## src/rtl/difftest_commit_monitor.sv

```systemverilog
// Difftest commit monitor: counts RUN cycles and retired instructions, stops on trap,
// instruction limit or idle timeout. Define DIFFTEST_MONITOR_DISPLAY_EN to print the stop report and end simulation.
module difftest_commit_monitor #(
  parameter int              NUM_CH    = 6,
  parameter int unsigned     TIMEOUT   = 5000,
  parameter longint unsigned MAX_INSTR = 0
) (
  input  logic                  clock,
  input  logic                  reset,
  input  logic                  enable,
  input  logic [NUM_CH-1:0]     io_commit_valid,
  input  logic [8*NUM_CH-1:0]   io_commit_nFused,
  input  logic                  io_hasTrap,
  input  logic [2:0]            io_code,
  input  logic [63:0]           io_pc,
  input  logic [7:0]            io_coreid,
  output logic [63:0]           io_cycleCnt,
  output logic [63:0]           io_instrCnt,
  output logic                  io_done,
  output logic [1:0]            io_result,
  output logic [63:0]           io_stopPC
);

  localparam logic [1:0] IDLE = 2'd0;
  localparam logic [1:0] RUN  = 2'd1;
  localparam logic [1:0] DONE = 2'd2;

  localparam logic [1:0] RES_GOOD    = 2'd0;
  localparam logic [1:0] RES_BAD     = 2'd1;
  localparam logic [1:0] RES_TIMEOUT = 2'd2;
  localparam logic [1:0] RES_LIMIT   = 2'd3;

  localparam logic [31:0] TIMEOUT_LAST = 32'(TIMEOUT - 32'd1);
  localparam logic [63:0] LIMIT        = 64'(MAX_INSTR);

  logic [1:0]  state_q, state_d;
  logic [63:0] cycle_cnt_q, cycle_cnt_d;
  logic [63:0] instr_cnt_q, instr_cnt_d;
  logic [31:0] idle_timer_q, idle_timer_d;
  logic        done_q, done_d;
  logic [1:0]  result_q, result_d;
  logic [63:0] stop_pc_q, stop_pc_d;

  logic [11:0] commit_sum;
  logic        any_commit;
  logic [64:0] instr_sum;
  logic [63:0] instr_next;
  logic [63:0] cycle_next;
  logic        limit_hit;
  logic        timeout_hit;

  // Each valid channel retires itself plus its fused partners; 8 * 256 fits in 12 bits.
  always_comb begin
    commit_sum = '0;
    for (int i = 0; i < NUM_CH; i++) begin
      if (io_commit_valid[i]) begin
        commit_sum = commit_sum + 12'd1 + 12'(io_commit_nFused[8*i +: 8]);
      end
    end
  end

  assign any_commit  = |io_commit_valid;
  assign instr_sum   = {1'b0, instr_cnt_q} + 65'(commit_sum);
  assign instr_next  = instr_sum[64] ? '1 : instr_sum[63:0];
  assign cycle_next  = (&cycle_cnt_q) ? cycle_cnt_q : cycle_cnt_q + 64'd1;
  assign limit_hit   = (LIMIT != 64'd0) && (instr_next >= LIMIT);
  assign timeout_hit = (TIMEOUT != 32'd0) && !any_commit && (idle_timer_q == TIMEOUT_LAST);

  // NOTE: every signal driven here gets a default first so no path leaves it unassigned (no latch).
  always_comb begin
    state_d      = state_q;
    cycle_cnt_d  = cycle_cnt_q;
    instr_cnt_d  = instr_cnt_q;
    idle_timer_d = idle_timer_q;
    done_d       = done_q;
    result_d     = result_q;
    stop_pc_d    = stop_pc_q;
    if (enable) begin
      case (state_q)
        IDLE: state_d = RUN;
        RUN: begin
          cycle_cnt_d  = cycle_next;
          instr_cnt_d  = instr_next;
          idle_timer_d = any_commit ? 32'd0
                       : ((&idle_timer_q) ? idle_timer_q : idle_timer_q + 32'd1);
          // Trap beats instruction limit beats timeout.
          if (io_hasTrap) begin
            state_d   = DONE;
            done_d    = 1'b1;
            result_d  = (io_code == 3'd0) ? RES_GOOD : RES_BAD;
            stop_pc_d = io_pc;
          end else if (limit_hit) begin
            state_d  = DONE;
            done_d   = 1'b1;
            result_d = RES_LIMIT;
          end else if (timeout_hit) begin
            state_d  = DONE;
            done_d   = 1'b1;
            result_d = RES_TIMEOUT;
          end
        end
        default: ;
      endcase
    end
  end

  // NOTE: sequential state uses non-blocking assignments so all registers update from pre-edge values.
  always_ff @(posedge clock) begin
    if (reset) begin
      state_q      <= IDLE;
      cycle_cnt_q  <= '0;
      instr_cnt_q  <= '0;
      idle_timer_q <= '0;
      done_q       <= 1'b0;
      result_q     <= RES_GOOD;
      stop_pc_q    <= '0;
    end else begin
      state_q      <= state_d;
      cycle_cnt_q  <= cycle_cnt_d;
      instr_cnt_q  <= instr_cnt_d;
      idle_timer_q <= idle_timer_d;
      done_q       <= done_d;
      result_q     <= result_d;
      stop_pc_q    <= stop_pc_d;
    end
  end

  assign io_cycleCnt = cycle_cnt_q;
  assign io_instrCnt = instr_cnt_q;
  assign io_done     = done_q;
  assign io_result   = result_q;
  assign io_stopPC   = stop_pc_q;

`ifdef DIFFTEST_MONITOR_DISPLAY_EN
  always @(posedge clock) begin
    if (!reset && state_q != DONE && state_d == DONE) begin
      case (result_d)
        RES_GOOD: $display("Core %0d: Hit Good Trap at pc 0x%h, cycles %0d, instrs %0d",
                           io_coreid, stop_pc_d, cycle_cnt_d, instr_cnt_d);
        RES_BAD:  $display("Core %0d: Hit Bad Trap at pc 0x%h, cycles %0d, instrs %0d",
                           io_coreid, stop_pc_d, cycle_cnt_d, instr_cnt_d);
        RES_TIMEOUT: $display("Core %0d: Timeout at pc 0x%h, cycles %0d, instrs %0d",
                              io_coreid, stop_pc_d, cycle_cnt_d, instr_cnt_d);
        default:  $display("Core %0d: Instr Limit at pc 0x%h, cycles %0d, instrs %0d",
                           io_coreid, stop_pc_d, cycle_cnt_d, instr_cnt_d);
      endcase
      $finish;
    end
  end
`else
  // Core id only appears in the optional stop report.
  logic unused_coreid;
  assign unused_coreid = ^io_coreid;
`endif

endmodule

```

## config.mk

```make
export PLATFORM = sky130hd
export DESIGN_NAME = difftest_commit_monitor
export DESIGN_NICKNAME = d
export VERILOG_FILES = /design/src/rtl/difftest_commit_monitor.sv
export SDC_FILE = /design/constraint.sdc
export NUM_CORES = 1
export LEC_CHECK = 0
export ABC_AREA = 1
export ABC_CLOCK_PERIOD_IN_PS = 29900
export CORE_ASPECT_RATIO = 0.7
export CORE_MARGIN = 3
export CORE_UTILIZATION = 55
export DETAILED_ROUTE_END_ITERATION = 12
export PLACE_DENSITY = 0.87
export SLEW_MARGIN = 15
export SYNTH_ARGS = -nofsm -noshare
export SYNTH_HDL_FRONTEND = slang
export SYNTH_SLANG_ARGS = --single-unit
export TNS_END_PERCENT = 30
```

## constraint.sdc

```tcl
create_clock -name clock -period 29.9 [get_ports clock]
set_input_delay 8.97 -clock clock [delete_from_list [all_inputs] [get_ports clock]]
set_output_delay 8.97 -clock clock [all_outputs]
set_load 0.005 [all_outputs]
```

# Word-level counts from Yosys, hierarchy flattened
# Cells that the tools add are included.
[totals]
reg_bits = 229
in_bits = 133
[classes]
n_eq_ne = 4
muxes = 16
bitwise_logic = 1
add_sub_neg = 14
reduce_logical = 15
[ops]
columns = ["cell", "n"]
rows = [
  ["$add 64x12->65", 1],
  ["$add 64x1->64 const B", 1],
  ["$mux 32", 2],
  ["$mux 64", 1],
  ["$reduce_and 64->1", 1],
  ["$add 12x1->12 const B", 5],
  ["$add 12x8->12", 5],
  ["$mux 12", 5],
  ["$add 32x1->32 const B", 1],
  ["$eq 32x13->1 const B", 1],
  ["$reduce_and 32->1", 1],
  ["$reduce_and 3->1", 5],
  ["$add 1x8->9 const A", 1],
  ["$mux 9", 1],
  ["$mux 2", 3],
  ["$reduce_or 6->1", 1],
  ["$pmux 2 s2", 1],
  ["$reduce_bool 2->1", 2],
  ["$logic_not 3->1", 1],
  ["$mux 1", 3],
  ["$ne 3x3->1 const B", 1],
  ["$eq 2x1->1 const B", 1],
  ["$logic_not 2->1", 1],
  ["$ne 2x2->1 const B", 1],
  ["4 further kinds", 4],
]

# Longest topological paths before layout
# Gate-level depths: netlist of the first run.
[logic_depth]
word_depth = 19
ltp_mapped = 59

# Worst setup path after synthesis of the first run
# OpenSTA, ideal clock, no wires.
[synth_path]
path_type = "input port to flip-flop"
startpoint = "input io_commit_valid[0]"
endpoint = "register instr_cnt_q[59], in the netlist io_instrCnt[59]"
stages = 53
arrival_ps = 16264
t_required_ps = 29790
slack_ps = 13526
setup_ps = 110
path_cell_list = "buf_4 > inv_1 > or2_2 > ha_1 > fa_1 > o21ai_0 > fa_1 > nand2_1 > nand2_1 > fa_1 > xnor2_1 > o21ai_0 > ha_1 > a21oi_1 > inv_1 > a31oi_1 > nor2_1 > inv_1 > (+17 left out) > ha_1 > nand2_1 > nor4_1 > a21oi_1 > o21ai_2 > nand2_1 > inv_1 > nand4_1 > nor2_1 > inv_2 > nor2_4 > nand2_2 > inv_1 > nand2_1 > a21oi_1 > o21ai_1 > nand2_1 > inv_1"
[synth_via]
elab_chain_cells = 18
[synth_rtl]
columns = ["element", "line", "source"]
rows = [
  ["start, declared", "11", "input logic [NUM_CH-1:0] io_commit_valid,"],
  ["$mux 9 (*)", "56", "if (io_commit_valid[i]) begin"],
  ["$add 12x1->12", "57", "commit_sum = commit_sum + 12'd1 + 12'(io_commit_nFused[8*i +: 8]);"],
  ["$add 12x8->12", "57", ""],
  ["$mux 12 (*)", "56", ""],
  ["$add 12x1->12", "57", ""],
  ["$add 12x8->12", "57", ""],
  ["$mux 12 (*)", "56", ""],
  ["$add 12x1->12", "57", ""],
  ["(+2 left out)", "--", ""],
  ["$add 12x1->12", "57", ""],
  ["$add 12x8->12", "57", ""],
  ["$mux 12 (*)", "56", ""],
  ["$add 12x1->12", "57", ""],
  ["$add 12x8->12", "57", ""],
  ["$mux 12 (*)", "56", ""],
  ["$add 64x12->65 (*)", "63", "assign instr_sum = {1'b0, instr_cnt_q} + 65'(commit_sum);"],
  ["$mux 64 (*)", "64", "assign instr_next = instr_sum[64] ? '1 : instr_sum[63:0];"],
  ["end signal, assigned", "120", "instr_cnt_q <= instr_cnt_d;"],
  ["end, declared", "38", "logic [63:0] instr_cnt_q, instr_cnt_d;"],
]
# Every way passes the cells marked *; elsewhere a longest branch is shown, timed or not.
# A chain may end at the register's enable or synchronous reset.

# Final worst setup path of the first run
[layout_path]
startpoint = "input io_commit_valid[0]"
endpoint = "register instr_cnt_q[62], in the netlist io_instrCnt[62]"
# The elaborated chain is that of the path after synthesis.

==> results of run 1 <==
-- final timing paths --
path / from / to
setup / recovery: io_commit_valid[0] / io_instrCnt[62]
hold reg to reg: idle_timer_q[9] / idle_timer_q[9]
setup reg to reg: io_instrCnt[0] / io_instrCnt[33]
hold / removal: idle_timer_q[9] / idle_timer_q[9]
-- cell usage after synthesis, types with 41 or more instances --
cell type / count
inv_1: 312
o21ai_0: 160
nor2_1: 304
clkbuf_1: 45
nand3_1: 83
nand4_1: 50
nor3_1: 89
a21oi_1: 149
dfxtp_1: 229
nand2_1: 389
nor4_1: 41
ha_1: 54
-- routing by layer --
| metal | up-vias | routed length [microns] | GRT usage, % |
|---|---|---|---|
| met5 | - | 0 | 0 |
| met4 | 0 | 1194 | 7.982 |
| met3 | 83 | 4662 | 7.430 |
| met2 | 714 | 20470 | 51.21 |
| met1 | 7209 | 20430 | 44.54 |
| li1 | 7764 | - | - |
-- power groups by stage --
| stage | Sequential (mW) | Combinational, mW | Clock (mW) |
|---|---|---|---|
| 6_report | 0.316 | 0.192 | 0.289 |
| 5_1_grt | 0.316 | 0.214 | 0.306 |
| 4_1_cts | 0.316 | 0.189 | 0.292 |
| 3_5_place_dp | 0.322 | 0.188 | 0 |
| 3_3_place_gp | 0.322 | 0.179 | 0 |
| 2_1_floorplan | 0.322 | 0.126 | 0 |
-- cells by family after synthesis --
kind of cell	Yosys count
AND/OR/NAND/NOR	1044
adder cells (fa/ha/maj)	60
multiplexers	1
XOR/XNOR	56
AO/OA/AOI/OAI	406
buffers and inverters	372
flip-flops	229
-- critical path: cells and delay by family --
kind	cells	cell delay [ps]
AND/OR/NAND/NOR	21	3570
AO/OA/AOI/OAI	14	2480
buffers and inverters	7	2130
adder cells (fa/ha/maj)	6	1810
XOR/XNOR	2	320
-- flip-flops by register name, indices dropped and copies added (netlist names) --
name	flops
io_done	1
io_result	2
io_instrCnt	64
io_stopPC	64
io_cycleCnt	64
state_q	2
idle_timer_q	32
-- layout make-up --
class | instances | share of cell area (%)
Clock buffer | 37 | 3.738
Clock inverter | 6 | 0.3256
Inverter | 318 | 6.478
Timing Repair Buffer | 324 | 17.49
Sequential cell | 229 | 24.85
Multi-Input combinational cell | 1567 | 44.91
Tap cell | 325 | 2.205
==> metrics.md, run 1 <==
| Metric | Value |
|---|---|
| Vias | `15770` |
| Number of antenna violations at the first check in global routing | `0` |
| IO Port Bufs | `319` |
| Total clock sinks | `229` |
| Pleak | `7.182 nW` |
| Adder-cell share of the synthesized area | `5.578%` |
| Post-CTS sizing | `0` |
| Sequential fraction of design power | `39.6%` |
| Hold Crit Depth | `2` |
| Fin area | `18450 sq um` |
| Htree depth | `1` |
| Placed Cells incl. Taps | `2763` |
| Die H | `140.7 microns` |
| Final setup fails | `0` |
| Clock skew | `33.73 ps` |
| Flops & latches, synth | `229` |
| EDFF count, synth | `0` |
| Remaining DRCs | `0` |
| Routed len/inst | `16.66 microns` |
| Core Util, Final | `73.65%` |
| DR vias/cell | `5.620` |
| Logic pwr share | `24.1%` |
| Die area | `27940 sq um` |
| Largest net degree at the start of global routing | `85` |
| Seq/Total Area, Yosys | `32.14%` |
| Starting density of the core | `56.96%` |
| PnR worst setup slack | `11100 ps` |
| Reg2reg setup slack | `25860 ps` |
| Sw frac | `30.62%` |
| Synth area leader | `dfxtp_1` |
| RSZ-0062 raised after global routing | `no` |
| CP max stage cell | `clkdlybuf4s50_1` |
| Clock transition at path regs | `60 ps` |
| Most frequent cells in the layout | `nand2_1, clkdlybuf4s50_1, inv_1, nor2_1, dfxtp_1` |
| GP Congestion | `0.9578` |
| Initial drt markers | `1477` |
| Grt total ovfl | `0` |
| Largest family of logic cells by synthesized area | `simple AND/OR/NAND/NOR gates` |
| Outcome | `finished clean` |
| Clock buffer depth | `3` |
| Number of antenna diodes | `0` |
| Drt first pass iters | `5` |
| CTS Buf Count | `24` |
| Synthesized area per cell | `6.580 sq um` |
| Fill cells | `1991` |
| DP Worst Slack | `10920 ps` |
| Hold Crit Class | `flip-flop to flip-flop` |
| GR Util All Layers | `32.21%` |
| Worst Setup Path Type | `input port to flip-flop` |
| Slew margin rel. | `27.62%` |
| Max Freq | `53.20 MHz` |
| Placement-stage cell area | `17700 sq um` |
| Area of the multi-input gates | `8284 sq um` |
| Clk Latency, worst-skew pair | `550 ps` |
| Max-cap violation count | `0` |
| Hold_buf cts | `0` |
| Setup tns final | `0 ps` |
| Critical Path AT | `19270 ps` |
| Row cnt | `48` |
| Least-Margin Pin Slew | `1076 ps` |
| Mapped Area | `14260 sq um` |
| Clock share of power | `36.3%` |
| IO Pins | `328` |
| Synth Net Count | `2361` |
| Async set or reset register ratio after synthesis | `0%` |
| Power Density | `43.22 nW/um^2` |
| Net switching power | `244.1 uW` |
| Hold Fails Final Rpt | `0` |
| Required @ worst endpoint | `30370 ps` |
| CP Capture Type | `flip-flop` |
| P_int | `553.1 uW` |
| Post-synthesis simple-gate area fraction | `33.12%` |
| Share of the synthesized area in the top cell type | `32.14%` |
| Primary FF master, synth | `dfxtp_1` |
| Setup Fix Bufs, Post-CTS | `0` |
| CTS root buffer | `clkbuf_16` |
| Sequential Area | `4584 sq um` |
| CP max stage delay | `850 ps` |
| Tot Pwr | `797.2 uW` |
| Vias in the first global route | `14740` |
| Core area | `25040 sq um` |
| Post-route clock period utilization | `62.86%` |
| Max-slew violation count | `0` |
| Synth Instances | `2168` |
| Top cells by area, synth | `dfxtp_1, nand2_1, inv_1` |
| Post-Synth XOR/XNOR Area | `3.438%` |
| Compound-gate portion of the synthesized area | `15.81%` |
| Most frequent CP cell | `nand2_1` |
| Hold_ws | `445.2 ps` |
| Die W | `198.5 microns` |
| DP HPWL | `36000 microns` |
| Distinct cells, synth | `57` |
| Layout net count | `2657` |
| Layout cells sized above 1 | `4.716%` |
| Post-synthesis mux area share | `0.07017%` |
| Setup crit start kind | `input port` |
| Synth warn | `0` |
| First-pass GRT wire length | `74730 microns` |
| FF-to-FF path depth | `18` |
| Total wire length | `46750 microns` |
| CTS tree | `yes` |
| Min cycle time layout | `18800 ps` |
| Routed Antenna Nets | `0` |
| Non-filler cells, final | `2806` |
| Area Growth Syn to Fin | `29.30%` |
| Commonest non-fill, non-tap cell in the layout | `nand2_1` |
| Largest fanout on the critical path | `25` |
| Worst VDD drop | `0.04250 mV` |
No activity file was read; power rests on OpenSTA's default activity.
==> run 2: changes to the inputs <==
ABC_CLOCK_PERIOD_IN_PS = 18400   (was 29900)
CORE_UTILIZATION = 51   (was 55)
PLACE_DENSITY = 0.81   (was 0.87)
clock period = 18.4 ns   (was 29.9 ns; I/O delays follow)
==> run 2 against run 1 <==
- total power increased by 67%
- largest cell class unchanged
- critical path type unchanged
- critical path depth increased by 1
- flip-flop and latch count stayed put
- final cell count rose by 1.5%
- die area is 7.6% higher
- register-to-register slack worse by 12000 ps
- critical endpoint is now io_instrCnt[33]
==> metrics.md, run 2 (synthesized netlist as in run 1, its figures left out) <==
| Metric | Value |
|---|---|
| Max-cap violation count | `0 (unchanged)` |
| Most frequent CP cell | `nand2_1` |
| Routed Antenna Nets | `0 (unchanged)` |
| Vias in the first global route | `14550 (-1.3%)` |
| Clock skew | `28.42 ps (-5.307 ps)` |
| CP Launch Point | `io_commit_valid[0]` |
| Reg-to-reg startpoint | `io_instrCnt[0]` |
| Fill cells | `2366 (+19%)` |
| Min cycle time layout | `15150 ps` |
| Clock buffer depth | `3 (unchanged)` |
| Starting density of the core | `52.54% (-4.4 points)` |
| Pleak | `7.237 nW (+0.76%)` |
| IO Port Bufs | `319 (unchanged)` |
| DR vias/cell | `5.480 (-2.5%)` |
| CP Capture Type | `flip-flop` |
| Reg2reg setup slack | `14280 ps (-11580 ps)` |
| Grt total ovfl | `0 (unchanged)` |
| Reg2reg end | `io_instrCnt[33]` |
| Total wire length | `46460 microns (-0.61%)` |
| IO Pins | `328 (unchanged)` |
| Outcome | `finished clean` |
| Vias | `15610 (-1.0%)` |
| Area Growth Syn to Fin | `30.32%` |
| Die H | `145.9 microns (+3.7%)` |
| Setup Fix Bufs, Post-CTS | `0 (unchanged)` |
| Most frequent cells in the layout | `nand2_1, clkdlybuf4s50_1, inv_1, nor2_1, dfxtp_1` |
| Hold Crit Depth | `2 (unchanged)` |
| Hold_buf cts | `0 (unchanged)` |
| Max-slew violation count | `0 (unchanged)` |
| Power Density | `71.61 nW/um^2 (+66%)` |
| Least-Margin Pin Slew | `1028 ps (-47.87 ps)` |
| Max Freq | `65.99 MHz` |
| Post-route clock period utilization | `82.36%` |
| Worst Hold Launch | `idle_timer_q[9]` |
| CTS root buffer | `clkbuf_16` |
| Final setup fails | `0 (unchanged)` |
| Clock transition at path regs | `60 ps (about the same)` |
| Core area | `27150 sq um (+8.4%)` |
| Number of antenna violations at the first check in global routing | `0 (unchanged)` |
| Layout cells sized above 1 | `5.072% (+0.36 points)` |
| CP max stage cell | `clkdlybuf4s50_1` |
| Drt first pass iters | `5 (unchanged)` |
| Required @ worst endpoint | `18870 ps (-11500 ps)` |
| CTS Buf Count | `24 (unchanged)` |
| GR Util All Layers | `29.81% (-2.4 points)` |
| FF-to-FF path depth | `18 (unchanged)` |
| Row cnt | `50 (+4.2%)` |
| Worst Setup Path Type | `input port to flip-flop` |
| Routed len/inst | `16.31 microns (-2.1%)` |
| Largest fanout on the critical path | `25 (unchanged)` |
| Critical Path AT | `15620 ps (-3650 ps)` |
| Die area | `30050 sq um (+7.6%)` |
| Setup tns final | `0 ps (unchanged)` |
| Sequential Area | `4584 sq um (unchanged)` |
| DP HPWL | `36090 microns (+0.25%)` |
| Clk Latency, worst-skew pair | `550 ps (about the same)` |
| CTS tree | `yes` |
| Initial drt markers | `1228 (-17%)` |
| Total clock sinks | `229 (unchanged)` |
| Setup crit start kind | `input port` |
| Hold worst-path end | `idle_timer_q[9]` |
| Die W | `205.9 microns (+3.7%)` |
| Commonest non-fill, non-tap cell in the layout | `nand2_1` |
| Slew margin rel. | `31.47% (+3.9 points)` |
| Hold Crit Class | `flip-flop to flip-flop` |
| GP Congestion | `0.9589 (+0.11%)` |
| Remaining DRCs | `0 (unchanged)` |
| Number of antenna diodes | `0 (unchanged)` |
| Hold Fails Final Rpt | `0 (unchanged)` |
| Post-CTS sizing | `0 (unchanged)` |
| CP max stage delay | `790 ps (-60 ps)` |
| Htree depth | `1 (unchanged)` |
| RSZ-0062 raised after global routing | `no` |
| Hold_ws | `447.1 ps (+1.937 ps)` |
| Largest net degree at the start of global routing | `85 (unchanged)` |
| Worst VDD drop | `0.07031 mV (+65%)` |
| First-pass GRT wire length | `74210 microns (-0.70%)` |
| Area of the multi-input gates | `8284 sq um (unchanged)` |
| Layout net count | `2659 (+0.075%)` |
==> run 2: cell types whose count changed in the layout (fill, tap and decap cells not counted), sizes merged <==
cell      previous run  this run
clkbuf              37        30
buf                  6         8
clkinv               6        10
clkinvlp             2         3
bufinv               0         3
==> run 2: cell type report <==
cell class                      count  share of cell area, %
Multi-Input combinational cell   1567                  44.56
Clock inverter                     14                 0.9557
Tap cell                          364                  2.450
Clock buffer                       30                  3.513
Inverter                          318                  6.428
Timing Repair Buffer              326                  17.43
Sequential cell                   229                  24.66
==> run 2: critical path, delay by kind of cell <==
kind | cells | cell delay (ps)
compound gates | 15 | 2340
xor+xnor | 1 | 140
simple gates | 20 | 3210
buf+inv | 8 | 2180
fa+ha+maj | 7 | 2190
==> run 2: report_power, final <==
part	internal, mW	switching (mW)	leakage (nW)	total, mW
Sequential	0.506	0.00674	1.85	0.513
Clock	0.297	0.213	0.402	0.510
Combinational	0.133	0.175	4.98	0.308
==> run 2: per-stage QoR <==
stage          total power, mW  cells  utilization (%)  instance area (sq um)  setup slack (ps)
6_report                 1.331   2848            68.47                  18590              3246
5_1_grt                  1.399   2848            68.47                  18590              2301
4_1_cts                  1.337   2848            68.47                  18590              3456
3_5_place_dp            0.8267   2804            65.41                  17760              2966
3_3_place_gp            0.8160   2804            65.41                  17760              3145
2_1_floorplan           0.7289   2168                -                  14260              5476
==> run 2: worst max-delay path by stage <==
| stage | end | slack (ps) |
|---|---|---|
| 2_1_floorplan | io_instrCnt[59] | 5480 |
| 3_3_place_gp | io_instrCnt[33] | 3140 |
| 4_1_cts | io_instrCnt[54] | 3460 |
| 3_5_place_dp | io_instrCnt[62] | 2970 |
| 6_report | io_instrCnt[33] | 3250 |
| 5_1_grt | io_instrCnt[33] | 2300 |
==> run 2: per-layer routing <==
metal	routed length, microns	vias to the layer above	track usage [%]
li1	-	7773	-
met1	21090	7127	42.67
met2	20190	643	46.39
met3	4185	64	6.148
met4	998	0	6.612
met5	0	-	0
==> run 3: changes to the inputs <==
ABC_CLOCK_PERIOD_IN_PS = 13300   (was 18400)
CORE_UTILIZATION = 46   (was 51)
PLACE_DENSITY = 0.77   (was 0.81)
clock period = 13.3 ns   (was 18.4 ns; I/O delays follow)
==> run 3 against run 2 <==
- worst setup slack worse by 2600 ps
- first-iteration DRC count increased by 27%
- sequential power up 38%
- final cell count is 1.9% higher
- die area rose by 10%
- global-route usage is 2.8 points lower
- clock power increased by 37%
- cell area rose by 0.63%
- combinational power is 39% higher
- critical path depth rose by 3
- largest power group unchanged
==> metrics.md, run 3 (synthesized netlist as in run 1, its figures left out) <==
| Metric | Value |
|---|---|
| Outcome | `finished clean` |
| CTS tree | `yes` |
| Number of antenna diodes | `0 (unchanged)` |
| Drt first pass iters | `5 (unchanged)` |
| Die H | `153.3 microns (+5.1%)` |
| Commonest non-fill, non-tap cell in the layout | `nand2_1` |
| Vias in the first global route | `14500 (-0.34%)` |
| Post-route clock period utilization | `94.88%` |
| Clock skew | `14.80 ps (-13.62 ps)` |
| Layout cells sized above 1 | `5.502% (+0.43 points)` |
| Least-Margin Pin Slew | `1111 ps (+82.60 ps)` |
| Most frequent cells in the layout | `nand2_1, clkdlybuf4s50_1, inv_1, nor2_1, dfxtp_1` |
| RSZ-0062 raised after global routing | `no` |
| Logic pwr share | `23.3% (about the same)` |
| CP Launch Point | `io_commit_valid[0]` |
| Max Freq | `79.24 MHz` |
| Core area | `30310 sq um (+12%)` |
| PnR worst setup slack | `680.7 ps (-2566 ps)` |
| DP Worst Slack | `34.93 ps (-2931 ps)` |
| Top Metal Used | `met4` |
| Htree depth | `1 (unchanged)` |
| IO Port Bufs | `319 (unchanged)` |
| Clock transition at path regs | `70 ps (about the same)` |
| Total wire length | `46990 microns (+1.1%)` |
| Net switching power | `547.5 uW (+38%)` |
| Sw frac | `29.77% (+0.050 points)` |
| Number of antenna violations at the first check in global routing | `0 (unchanged)` |
| First-pass GRT wire length | `74300 microns (+0.12%)` |
| Largest net degree at the start of global routing | `107 (+26%)` |
| Row cnt | `53 (+6.0%)` |
| CTS root buffer | `clkbuf_16` |
| Routed Antenna Nets | `0 (unchanged)` |
| Hold Crit Class | `flip-flop to flip-flop` |
| DP HPWL | `36640 microns (+1.5%)` |
| P_int | `1.292 mW (+38%)` |
| Pleak | `7.290 nW (+0.73%)` |
| Total clock sinks | `229 (unchanged)` |
| Required @ worst endpoint | `13720 ps (-5150 ps)` |
| Starting density of the core | `47.07% (-5.5 points)` |
| Critical Path AT | `13030 ps (-2590 ps)` |
| Layout net count | `2666 (+0.26%)` |
| Initial drt markers | `1556 (+27%)` |
| Vias | `15750 (+0.93%)` |
| FF-to-FF path depth | `14 (-4)` |
| Max-slew violation count | `0 (unchanged)` |
| Metal2 WL | `19810 microns (-1.9%)` |
| CP Capture Type | `flip-flop` |
| Reg-to-reg startpoint | `state_q[1]` |
| Worst Setup Path Type | `input port to flip-flop` |
| Placed Cells incl. Taps | `2855 (+1.8%)` |
| Most frequent CP cell | `nand2_1` |
| IO Pins | `328 (unchanged)` |
| Clk Latency, worst-skew pair | `530 ps (-20 ps)` |
| Sequential fraction of design power | `38.6% (about the same)` |
| GP Congestion | `0.9775 (+1.9%)` |
| GR Util All Layers | `26.96% (-2.8 points)` |
| Area Growth Syn to Fin | `31.14%` |
| Final setup fails | `0 (unchanged)` |
| Setup crit start kind | `input port` |
| Reg2reg end | `io_cycleCnt[28]` |
| Met3 routed WL | `4951 microns (+18%)` |
| Clock share of power | `38.1% (-0.2 points)` |
| Largest fanout on the critical path | `5 (-80%)` |
| Hold Fails Final Rpt | `0 (unchanged)` |
| Non-filler cells, final | `2902 (+1.9%)` |
| Max-cap violation count | `0 (unchanged)` |
| Power Density | `98.32 nW/um^2 (+37%)` |
| Remaining DRCs | `0 (unchanged)` |
| End of the critical path | `io_instrCnt[59]` |
| Slew margin rel. | `25.97% (-5.5 points)` |
| CP max stage delay | `490 ps (-300 ps)` |
| DR vias/cell | `5.428 (-0.95%)` |
| CTS Buf Count | `25 (+4.2%)` |
| Die area | `33190 sq um (+10%)` |
| Setup tns final | `0 ps (unchanged)` |
| Min cycle time layout | `12620 ps` |
| Worst VDD drop | `0.07401 mV (+5.3%)` |
| Met1 WL | `21610 microns (+2.5%)` |
| Die W | `216.5 microns (+5.1%)` |
| Clock buffer depth | `3 (unchanged)` |
| CP max stage cell | `clkdlybuf4s50_1` |
| Routed len/inst | `16.19 microns (-0.75%)` |
| Reg2reg setup slack | `9400 ps (-4880 ps)` |
| Grt total ovfl | `0 (unchanged)` |
## run 3: changes by cell type in the layout (fill, tap and decap cells not counted), sizes merged, moves of 2 or more
| cell | change |
|---|---|
| buf | +6 |
| dlymetal6s2s | +2 |
| inv | +2 |
| clkdlybuf4s50 | -2 |
## run 3: through the flow
step | hold WS (ps) | power, mW | utilization, % | instance area [sq um]
2_1_floorplan | 421.3 | 1.008 | - | 14260
3_3_place_gp | 429.1 | 1.131 | 58.87 | 17840
3_5_place_dp | 443.7 | 1.145 | 58.87 | 17840
4_1_cts | 452.8 | 1.848 | 61.58 | 18660
5_1_grt | 470.1 | 1.932 | 61.73 | 18710
6_report | 449.3 | 1.839 | 61.73 | 18710
## run 3: power by group through the flow
stage / combinational, mW / clock [mW] / sequential, mW
global route: 0.482 / 0.739 / 0.711
detailed placement: 0.421 / 0 / 0.724
floorplan: 0.284 / 0 / 0.724
global placement: 0.408 / 0 / 0.723
CTS: 0.424 / 0.715 / 0.709
finish: 0.429 / 0.701 / 0.709
## run 3: worst max-delay path: cells and delay by family
family	cells	cell delay [ps]
AOI/OAI and AO/OA	14	2430
and+or+nand+nor	22	2880
xor gates and xnor gates	2	290
adders and majority gates	7	2220
buffers and inverters	9	1200
## run 3: layout make-up
cell class / instances / area (sq um)
flip-flops and latches: 229 / 4584
well taps: 412 / 515.5
fillers: 2777 / 11600
clock buffers: 31 / 688.2
repair buffers: 332 / 3291
multi-input cells: 1567 / 8302
inverters: 318 / 1195
clock inverters: 13 / 131.4
## run 3: layer usage
layer / global-route usage, % / vias to the layer above
met1: 38.75 / 7274
met4: 4.592 / 0
li1: - / 7776
met2: 40.96 / 655
met5: 0 / -
met3: 7.472 / 47
## run 3: repair_timing
action | CTS | global route
resized for setup | 0 | 13
hold buffers | 0 | 0
setup endpoints to repair | 0 | 11
setup buffers | 0 | 3
endpoints found under the hold margin | 0 | 0
## run 3: worst min-delay path by stage
stage                                from  cells after the start  slack (ps)         endpoint
after floorplan           idle_timer_q[9]                      2         420  idle_timer_q[9]
after global placement    idle_timer_q[9]                      2         430  idle_timer_q[9]
after detailed placement  idle_timer_q[9]                      2         440  idle_timer_q[9]
after CTS                 idle_timer_q[9]                      2         450  idle_timer_q[9]
after global routing      idle_timer_q[9]                      2         470  idle_timer_q[9]
final                     idle_timer_q[9]                      2         450  idle_timer_q[9]
